===== src/rtl/pu_seq_pkg.sv =====
// Shared types and default parameters for the pu_run_sequencer launch block.
package pu_seq_pkg;

   localparam int             ADDR_W_DEF  = 8;
   localparam int             CNT_W_DEF   = 15;
   localparam int             DEPTH_DEF   = 4;
   localparam logic [15:0]    TIMEOUT_DEF = 16'd4000;

   typedef enum logic [1:0] {
      S_IDLE   = 2'd0,
      S_LAUNCH = 2'd1,
      S_RUN    = 2'd2,
      S_REPORT = 2'd3
   } state_e;

endpackage


===== src/rtl/pu_seq_fifo.sv =====
// Small synchronous address queue; pointers carry one extra wrap bit so full
// and empty can be told apart without a separate occupancy counter.
module pu_seq_fifo #(
   parameter int ADDR_W = 8,
   parameter int DEPTH  = 4
) (
   input  logic              clock_i,
   input  logic              reset_n_i,
   input  logic              push_i,
   input  logic [ADDR_W-1:0] push_data_i,
   input  logic              pop_i,
   output logic [ADDR_W-1:0] head_o,
   output logic              full_o,
   output logic              empty_o
);

   localparam int         AW      = $clog2(DEPTH);
   localparam logic [AW:0] PTR_ONE = {{AW{1'b0}}, 1'b1};

   logic [AW:0]       wr_ptr_q, wr_ptr_d;
   logic [AW:0]       rd_ptr_q, rd_ptr_d;
   logic [ADDR_W-1:0] mem_q [DEPTH];
   logic [ADDR_W-1:0] mem_d [DEPTH];
   logic              push_ok;
   logic              pop_ok;

   assign full_o  = (wr_ptr_q[AW] != rd_ptr_q[AW]) && (wr_ptr_q[AW-1:0] == rd_ptr_q[AW-1:0]);
   assign empty_o = (wr_ptr_q == rd_ptr_q);
   assign head_o  = mem_q[rd_ptr_q[AW-1:0]];

   // A push while full is dropped even if a pop happens in the same cycle.
   assign push_ok = push_i && !full_o;
   assign pop_ok  = pop_i && !empty_o;

   always_comb begin
      mem_d    = mem_q;
      wr_ptr_d = wr_ptr_q;
      rd_ptr_d = rd_ptr_q;
      if (push_ok) begin
         mem_d[wr_ptr_q[AW-1:0]] = push_data_i;
         wr_ptr_d                = wr_ptr_q + PTR_ONE;
      end
      if (pop_ok) begin
         rd_ptr_d = rd_ptr_q + PTR_ONE;
      end
   end

   always_ff @(posedge clock_i or negedge reset_n_i) begin
      if (!reset_n_i) begin
         wr_ptr_q <= '0;
         rd_ptr_q <= '0;
         mem_q    <= '{default: '0};
      end else begin
         wr_ptr_q <= wr_ptr_d;
         rd_ptr_q <= rd_ptr_d;
         mem_q    <= mem_d;
      end
   end

endmodule


===== src/rtl/pu_run_sequencer.sv =====
// Queues program start addresses and launches them on reg_pu one at a time,
// reporting the cycle count of each run. Optional watchdog: PU_SEQ_WATCHDOG_EN.
module pu_run_sequencer
   import pu_seq_pkg::*;
#(
   parameter int          ADDR_W  = ADDR_W_DEF,
   parameter int          CNT_W   = CNT_W_DEF,
   parameter int          DEPTH   = DEPTH_DEF,
   parameter logic [15:0] TIMEOUT = TIMEOUT_DEF
) (
   input  logic              clock_i,
   input  logic              reset_n_i,
   input  logic              push_i,
   input  logic [ADDR_W-1:0] push_addr_i,
   output logic              full_o,
   input  logic              go_i,
   output logic              start_o,
   output logic [ADDR_W-1:0] start_addr_o,
   input  logic              done_i,
   output logic              busy_o,
   output logic              res_valid_o,
   output logic [ADDR_W-1:0] res_addr_o,
   output logic [CNT_W-1:0]  res_cycles_o,
   output logic              res_timeout_o
);

   state_e            state_q, state_d;
   logic [CNT_W-1:0]  cnt_q, cnt_d, cnt_inc;
   logic              done_q;
   logic              done_edge;
   logic              start_q, start_d;
   logic              busy_q, busy_d;
   logic [ADDR_W-1:0] start_addr_q, start_addr_d;
   logic              res_valid_q, res_valid_d;
   logic [ADDR_W-1:0] res_addr_q, res_addr_d;
   logic [CNT_W-1:0]  res_cycles_q, res_cycles_d;
   logic              fifo_pop;
   logic              fifo_empty;
   logic [ADDR_W-1:0] fifo_head;

`ifdef PU_SEQ_WATCHDOG_EN
   localparam logic [CNT_W-1:0] TIMEOUT_C = CNT_W'(TIMEOUT);
   logic res_timeout_q, res_timeout_d;
`endif

   pu_seq_fifo #(
      .ADDR_W (ADDR_W),
      .DEPTH  (DEPTH)
   ) u_fifo (
      .clock_i     (clock_i),
      .reset_n_i   (reset_n_i),
      .push_i      (push_i),
      .push_data_i (push_addr_i),
      .pop_i       (fifo_pop),
      .head_o      (fifo_head),
      .full_o      (full_o),
      .empty_o     (fifo_empty)
   );

   // Only a fresh rise ends a run, so a done level left over from the previous program is ignored.
   assign done_edge = done_i && !done_q;
   assign cnt_inc   = (cnt_q == {CNT_W{1'b1}}) ? cnt_q : cnt_q + {{(CNT_W-1){1'b0}}, 1'b1};

   always_comb begin
      state_d      = state_q;
      cnt_d        = cnt_q;
      start_addr_d = start_addr_q;
      res_addr_d   = res_addr_q;
      res_cycles_d = res_cycles_q;
      fifo_pop     = 1'b0;
`ifdef PU_SEQ_WATCHDOG_EN
      res_timeout_d = res_timeout_q;
`endif
      case (state_q)
         S_IDLE: begin
            if (!fifo_empty && go_i) begin
               fifo_pop     = 1'b1;
               start_addr_d = fifo_head;
               state_d      = S_LAUNCH;
            end
         end
         S_LAUNCH: begin
            cnt_d   = '0;
            state_d = S_RUN;
         end
         S_RUN: begin
            cnt_d = cnt_inc;
            if (done_edge) begin
               state_d      = S_REPORT;
               res_addr_d   = start_addr_q;
               res_cycles_d = cnt_inc;
`ifdef PU_SEQ_WATCHDOG_EN
               res_timeout_d = 1'b0;
            end else if (cnt_inc == TIMEOUT_C) begin
               state_d       = S_REPORT;
               res_addr_d    = start_addr_q;
               res_cycles_d  = TIMEOUT_C;
               res_timeout_d = 1'b1;
`endif
            end
         end
         S_REPORT: begin
            state_d = S_IDLE;
         end
         default: begin
            state_d = S_IDLE;
         end
      endcase
      // Strobes are decoded from the next state so every output comes straight from a flop.
      start_d     = (state_d == S_LAUNCH);
      busy_d      = (state_d != S_IDLE);
      res_valid_d = (state_d == S_REPORT);
   end

   always_ff @(posedge clock_i or negedge reset_n_i) begin
      if (!reset_n_i) begin
         state_q      <= S_IDLE;
         cnt_q        <= '0;
         done_q       <= 1'b0;
         start_q      <= 1'b0;
         busy_q       <= 1'b0;
         start_addr_q <= '0;
         res_valid_q  <= 1'b0;
         res_addr_q   <= '0;
         res_cycles_q <= '0;
      end else begin
         state_q      <= state_d;
         cnt_q        <= cnt_d;
         done_q       <= done_i;
         start_q      <= start_d;
         busy_q       <= busy_d;
         start_addr_q <= start_addr_d;
         res_valid_q  <= res_valid_d;
         res_addr_q   <= res_addr_d;
         res_cycles_q <= res_cycles_d;
      end
   end

`ifdef PU_SEQ_WATCHDOG_EN
   always_ff @(posedge clock_i or negedge reset_n_i) begin
      if (!reset_n_i) begin
         res_timeout_q <= 1'b0;
      end else begin
         res_timeout_q <= res_timeout_d;
      end
   end

   assign res_timeout_o = res_timeout_q;
`else
   assign res_timeout_o = 1'b0;
`endif

   assign start_o      = start_q;
   assign start_addr_o = start_addr_q;
   assign busy_o       = busy_q;
   assign res_valid_o  = res_valid_q;
   assign res_addr_o   = res_addr_q;
   assign res_cycles_o = res_cycles_q;

endmodule


===== config.mk =====
export PLATFORM = sky130hd
export DESIGN_NAME = pu_run_sequencer
export DESIGN_NICKNAME = d
export VERILOG_FILES = /design/src/rtl/pu_seq_pkg.sv /design/src/rtl/pu_seq_fifo.sv /design/src/rtl/pu_run_sequencer.sv
export SDC_FILE = /design/constraint.sdc
export NUM_CORES = 1
export LEC_CHECK = 0
export CAP_MARGIN = 20
export CORE_MARGIN = 8
export CORE_UTILIZATION = 38
export DETAILED_ROUTE_END_ITERATION = 6
export PLACE_DENSITY = 0.64
export SLEW_MARGIN = 10
export SYNTH_ARGS = -nofsm -noshare
export SYNTH_HDL_FRONTEND = slang
export SYNTH_HIERARCHICAL = 1
export SYNTH_SLANG_ARGS = --single-unit

===== constraint.sdc =====
create_clock -name clock_i -period 1.9 [get_ports clock_i]
set_input_delay 0.57 -clock clock_i [delete_from_list [all_inputs] [get_ports clock_i]]
set_output_delay 0.57 -clock clock_i [all_outputs]
set_load 0.01 [all_outputs]

Word level (Yosys, flattened, before mapping) --
Cells that the tools add are included.
Operators by class: order comparisons 3, bitwise operators 2, equality and inequality tests 9, reductions and logical operators 14, multiplexer cells 13, add/subtract/negate cells 3
Operator list (count):
- $bwmux W32 | 1
- $pmux W15 S2 | 1
- $mux W8 | 3
- $bmux W8 S2 | 1
- $demux W8 S2 | 1
- $add A15 B1 Y15 const B | 1
- $eq A15 B15 Y1 const B | 1
- $mux W15 | 1
- $pmux W2 S4 | 1
- $add A3 B1 Y3 const B | 2
- $eq A2 B2 Y1 const B | 3
- $ge A3 B3 Y1 const B | 2
- $logic_and A1 B1 Y1 | 6
- $not A2 Y3 | 2
- $eq A2 B1 Y1 const B | 2
- $mux W2 | 2
- $reduce_and A2 Y1 | 2
- $reduce_bool A2 Y1 | 2
- $eq A3 B3 Y1 | 1
- $logic_not A1 Y1 | 3
- $lt A3 B1 Y1 const B | 1
- $eq A2 B2 Y1 | 1
- $logic_not A2 Y1 | 1
- $mux W1 | 2
- $ne A1 B1 Y1 | 1
Storage, ports and cells: bits of input ports 13, logic and storage cells 59, output and inout bits 36, flip-flop bits (word level) 90

Logic depth before layout (Yosys ltp) --
depth after elaboration 6, gate-level depth with buffers 8, depth with buffers taken out 7

Cells and area by module --
The synthesis kept the hierarchy.
Modules (own cells, without submodules):
- pu_run_sequencer | cells an instance 267, area an instance 2611.3 um^2, sequential area each 1301.2 um^2, times used 1
- pu_seq_fifo | cells an instance 121, area an instance 1886.8 um^2, sequential area each 950.9 um^2, times used 1

Least setup slack after synthesis --
Ideal clock, no wire load.
kind reg-to-reg, start point reg u_fifo.rd_ptr_q[1], end point reg u_fifo.rd_ptr_q[1], period minus slack after synthesis 2094 ps, stages on the path, launching flop included 8, path slack -194 ps, library setup time 125 ps, required time 1775 ps, arrival time 1969 ps, buffers on the path 1, path through dfrtp_1 -> buf_2 -> xor2_1 -> nor3_1 -> nand3b_1 -> clkinv_1 -> o31ai_1 -> mux2_2
On the way: longest elaborated chain between the ends 6, elaborated cells between the ends (all ways) 7, those cells by class add/sub (1); eq/ne (1); mux (2); reduce/logical (3)
Ends and longest elaborated chain:
- start, declared | RTL line pu_seq_fifo.sv:21 | logic [AW:0] rd_ptr_q, rd_ptr_d;
- start signal, assigned | RTL line pu_seq_fifo.sv:55 | rd_ptr_q <= rd_ptr_d;
- $eq A3 B3 Y1 | RTL line pu_seq_fifo.sv:28 | assign empty_o = (wr_ptr_q == rd_ptr_q);
- via fifo_empty | RTL line pu_run_sequencer.sv:38 | logic fifo_empty;
- $logic_not A1 Y1 | RTL line pu_run_sequencer.sv:76 | if (!fifo_empty && go_i) begin
- $logic_and A1 B1 Y1 | RTL line pu_run_sequencer.sv:76
- $mux W1 | RTL line pu_run_sequencer.sv:76
- $mux W1 | RTL line pu_run_sequencer.sv:74 | case (state_q)
- via fifo_pop | RTL line pu_run_sequencer.sv:37 | logic fifo_pop;
- $logic_and A1 B1 Y1 | RTL line pu_seq_fifo.sv:33 | assign pop_ok = pop_i && !empty_o;
The timed path passes the listed nets, and every way through them passes these cells. A chain may end at the register's enable or synchronous reset.

Final worst setup path --
start point reg u_fifo.wr_ptr_q[1], end point out full_o
On the way: longest elaborated chain between the ends 2
Ends and longest elaborated chain:
- start, declared | RTL line pu_seq_fifo.sv:20 | logic [AW:0] wr_ptr_q, wr_ptr_d;
- start signal, assigned | RTL line pu_seq_fifo.sv:54 | wr_ptr_q <= wr_ptr_d;
- $eq A2 B2 Y1 | RTL line pu_seq_fifo.sv:27 | assign full_o = (wr_ptr_q[AW] != rd_ptr_q[AW]) && (wr_ptr_q[AW-1:0] == rd_ptr_q[AW-1:0]);
- $logic_and A1 B1 Y1 | RTL line pu_seq_fifo.sv:27
- end, declared | RTL line pu_run_sequencer.sv:15 | output logic full_o,
Every way passes these cells.

==> metrics.txt <==
outcome completed; starting density of the core 0.392; post-route DRC violation count 0; data required time at the worst endpoint 1330 ps; final WL 10300 um; average wire per cell in the routed design 16.9 um; total count of hold-check failures in the final report 0; primary flip-flop cell chosen by synthesis mapping dfrtp_1; ys async rst share 1.00; vias post-DR 3271; die area 15600 um2; hold slack final 157 ps; count of port buffers added during placement 47; synthesized net count 410; met1 usage 0.164; GR met2 Demand/Resource 0.230; via count of the first global-routing pass 3439; Root Buffer Master clkbuf_16; sequential fraction of the synthesis area 0.501; mean cell area of the mapped netlist 11.6 um2; maximum clock skew at final layout 3.88 ps; Fillers 1017; Worst Path Max Fanout 2; post-synthesis cell area 4500 um2; proportion of netlist area held by the largest area contributor 0.501; Setup crit start kind flop; standard-cell rows 39; grt peak-use layer met2; critical register-to-register path startpoint u_fifo/rd_ptr_q[2]; leakage power 2.58 nW; HPWL after detailed placement 7600 um; TritonCTS clock tree built; final weighted congestion in routability-driven placement 0.803; global-route wire length before repair 17600 um; CP arrival 1300 ps; First-pass DRT Iterations 4; CTS Buffer Depth 2; post-synthesis cell type count 61; max cap viols 0; CP startpoint u_fifo/wr_ptr_q[1]; number of buffers inserted during clock tree synthesis 9; cell area after placement 5370 um2; most instantiated library cell after synthesis dfrtp_1; DIE WIDTH 125 um; Area growth, synth to finish 27.7%; share of synthesized cell area in and, or, nand and nor gates 0.165; power density over the cells 1560 nW/um2; setup repair after global routing missed its margin true; fraction of synthesized cell area in xor and xnor cells 0.0348; Worst Hold Class input port to asynchronous set/reset pin; clock sink count 90; number of top-level pins 49; end-of-flow core utilization 0.501; number of register bits inferred by synthesis 90; met3 track demand over resource 0.0447; Die Ht 125 um; area fraction in compound gates after synthesis 0.120; final non-filler cell area 5750 um2; drt first-iter violations 207; combinational family with the most area after synthesis simple AND/OR/NAND/NOR gates; leading cell types by count after synthesis dfrtp_1, nand2_1, mux2_2, o21ai_0, a31oi_1; final count of pins violating max slew 0; sort of element at the end of the critical path output pin; later-pin clock latency in the skew report 340 ps; cells along the critical path xor2_2 > nor3_2 > buf_2; Total GRT Usage 0.136; peak per-stage delay on the critical path 410 ps; ratio of final minimum period to clock period 0.985; Max IR drop VDD 0.000776 V; post-layout net count 487; timing-limited maximum frequency 534 MHz; initial antenna violation count 0; H-tree depth reported by CTS 3; setup-violating endpoint count in the final report 0; main area contributors after synthesis dfrtp_1, mux2_2, nand2_1, mux4_2, ha_1; Final TNS setup 0 ps; remaining global-route overflow 0; Core Area 11500 um2; shortest period the worst path allows 1870 ps; Total Power 8.93 mW; largest net degree at the start of global routing 40; synthesized instance count 388; type of the worst setup path flop to output pin; total of warnings raised by yosys 6; Via density 5.34; layout cell share with drive strength beyond 1 0.273; Antenna Cells 0; Reg clk slew, reported paths 70 ps; standard cell with the maximum stage delay on the critical path dfrtp_1; mux cell area share after synthesis 0.125; number of enable flip-flop cells after synthesis 0; Antenna Nets Post-Route 0; biggest area consumer among synthesized cells dfrtp_1; fraction of the mapped netlist area in adder cells 0.0250
## registers in the layout, summed over array words and instances (netlist names)
signal	cells
res_addr_o	8
start_addr_o	8
res_cycles_o	15
u_fifo/rd_ptr_q	3
u_fifo/mem_q	32
start_o	1
state_q	2
u_fifo/wr_ptr_q	3
cnt_q	15
done_q	1
busy_o	1
res_valid_o	1
## routing by layer
layer	routed length [um]	part of all wire	up-vias
met2	5300	0.51	49
met1	4620	0.45	1653
met4	80	0.0077	0
met5	0	0	-
met3	343	0.033	6
li1	-	-	1563
## cell usage in the layout, fill, tap and decap left out, types with 3 or more instances in the layout
cell type        Yosys  layout
clkdlybuf4s50_1      0      38
nor3_2               1       3
and3_1               3       3
mux2_2              33      33
a41oi_1              3       3
o311ai_0             3       3
nand3_1              9       9
nor2_1               7       7
a21oi_1              7       7
nor2b_1              6       6
and4_1               3       3
o31ai_1              4       3
a31oi_1             10      10
nand3b_1             3       3
o211ai_1             3       3
mux4_2               8       8
nand2b_1             3       3
dlymetal6s2s_1       0       6
ha_1                 9       8
or4_1                4       4
clkbuf_16            0       9
inv_1                7       7
nand2_1             72      72
xor2_1               5       3
dfrtp_1             90      89
xnor2_1              6       6
buf_4                4      37
nor3_1               8       6
o21ai_0             13      13
a311o_1              3       3
a31oi_4              4       4
o21ai_1              3       3
## stage by stage
stage / cells / worst slack [ps]
final: 612 / 28.1
after floorplan: 388 / 12.6
after CTS: 611 / -0.226
after global placement: 595 / -137
after detailed placement: 595 / -197
after global routing: 612 / -60.8
## worst max-delay path: cells and delay by family, from the launching register on
kind	cells	cell delay, ps
flip-flops	1	410
buffers and inverters	1	160
XOR/XNOR	1	190
AND/OR/NAND/NOR	1	190
## cell families (layout without fill, tap and decap cells)
group / Yosys count / in the layout
AO/OA/AOI/OAI: 66 / 66
XOR/XNOR: 14 / 14
adder cells (fa/ha/maj): 9 / 9
buffers and inverters: 27 / 108
flip-flops: 90 / 90
multiplexers: 42 / 42
other: 1 / 1
AND/OR/NAND/NOR: 139 / 139
## path summary, 6_finish.rpt
check / depth (start not counted) / to / slack, ps
setup / recovery: 3 / full_o / 30
hold / removal: 1 / res_cycles_o[8] / 160
setup reg to reg: 5 / u_fifo/mem_q[7] / 70
hold reg to reg: 2 / res_cycles_o[4] / 470
max in group asynchronous: 2 / u_fifo/mem_q[23] / 1190
min in group clock_i: 2 / res_cycles_o[4] / 470
## power by group
| group | total, mW | leakage (nW) | internal [mW] | switching [mW] |
|---|---|---|---|---|
| sequential | 3.06 | 1.14 | 2.62 | 0.440 |
| clock | 1.95 | 0.156 | 1.19 | 0.758 |
| combinational | 3.93 | 1.29 | 2.00 | 1.94 |
| total | 8.93 | 2.58 | 5.80 | 3.13 |
## layout make-up
cell class	instances	area (um2)	share of cell area
sequential	90	2250	0.392
multi-input combinational	271	2170	0.378
timing repair buffer	85	787	0.137
clock buffer	10	239	0.0416
tap	143	179	0.0311
clock inverter	5	85.1	0.0148
inverter	8	31.3	0.00544
## repair_timing
action | in CTS | in global routing
gates resized for setup | 7 | 8
pin swaps | 1 | 2
hold buffers | 0 | 0
setup buffers | 1 | 1
endpoints found under the setup margin | 19 | 45
Power figures use the tool's default switching activity.
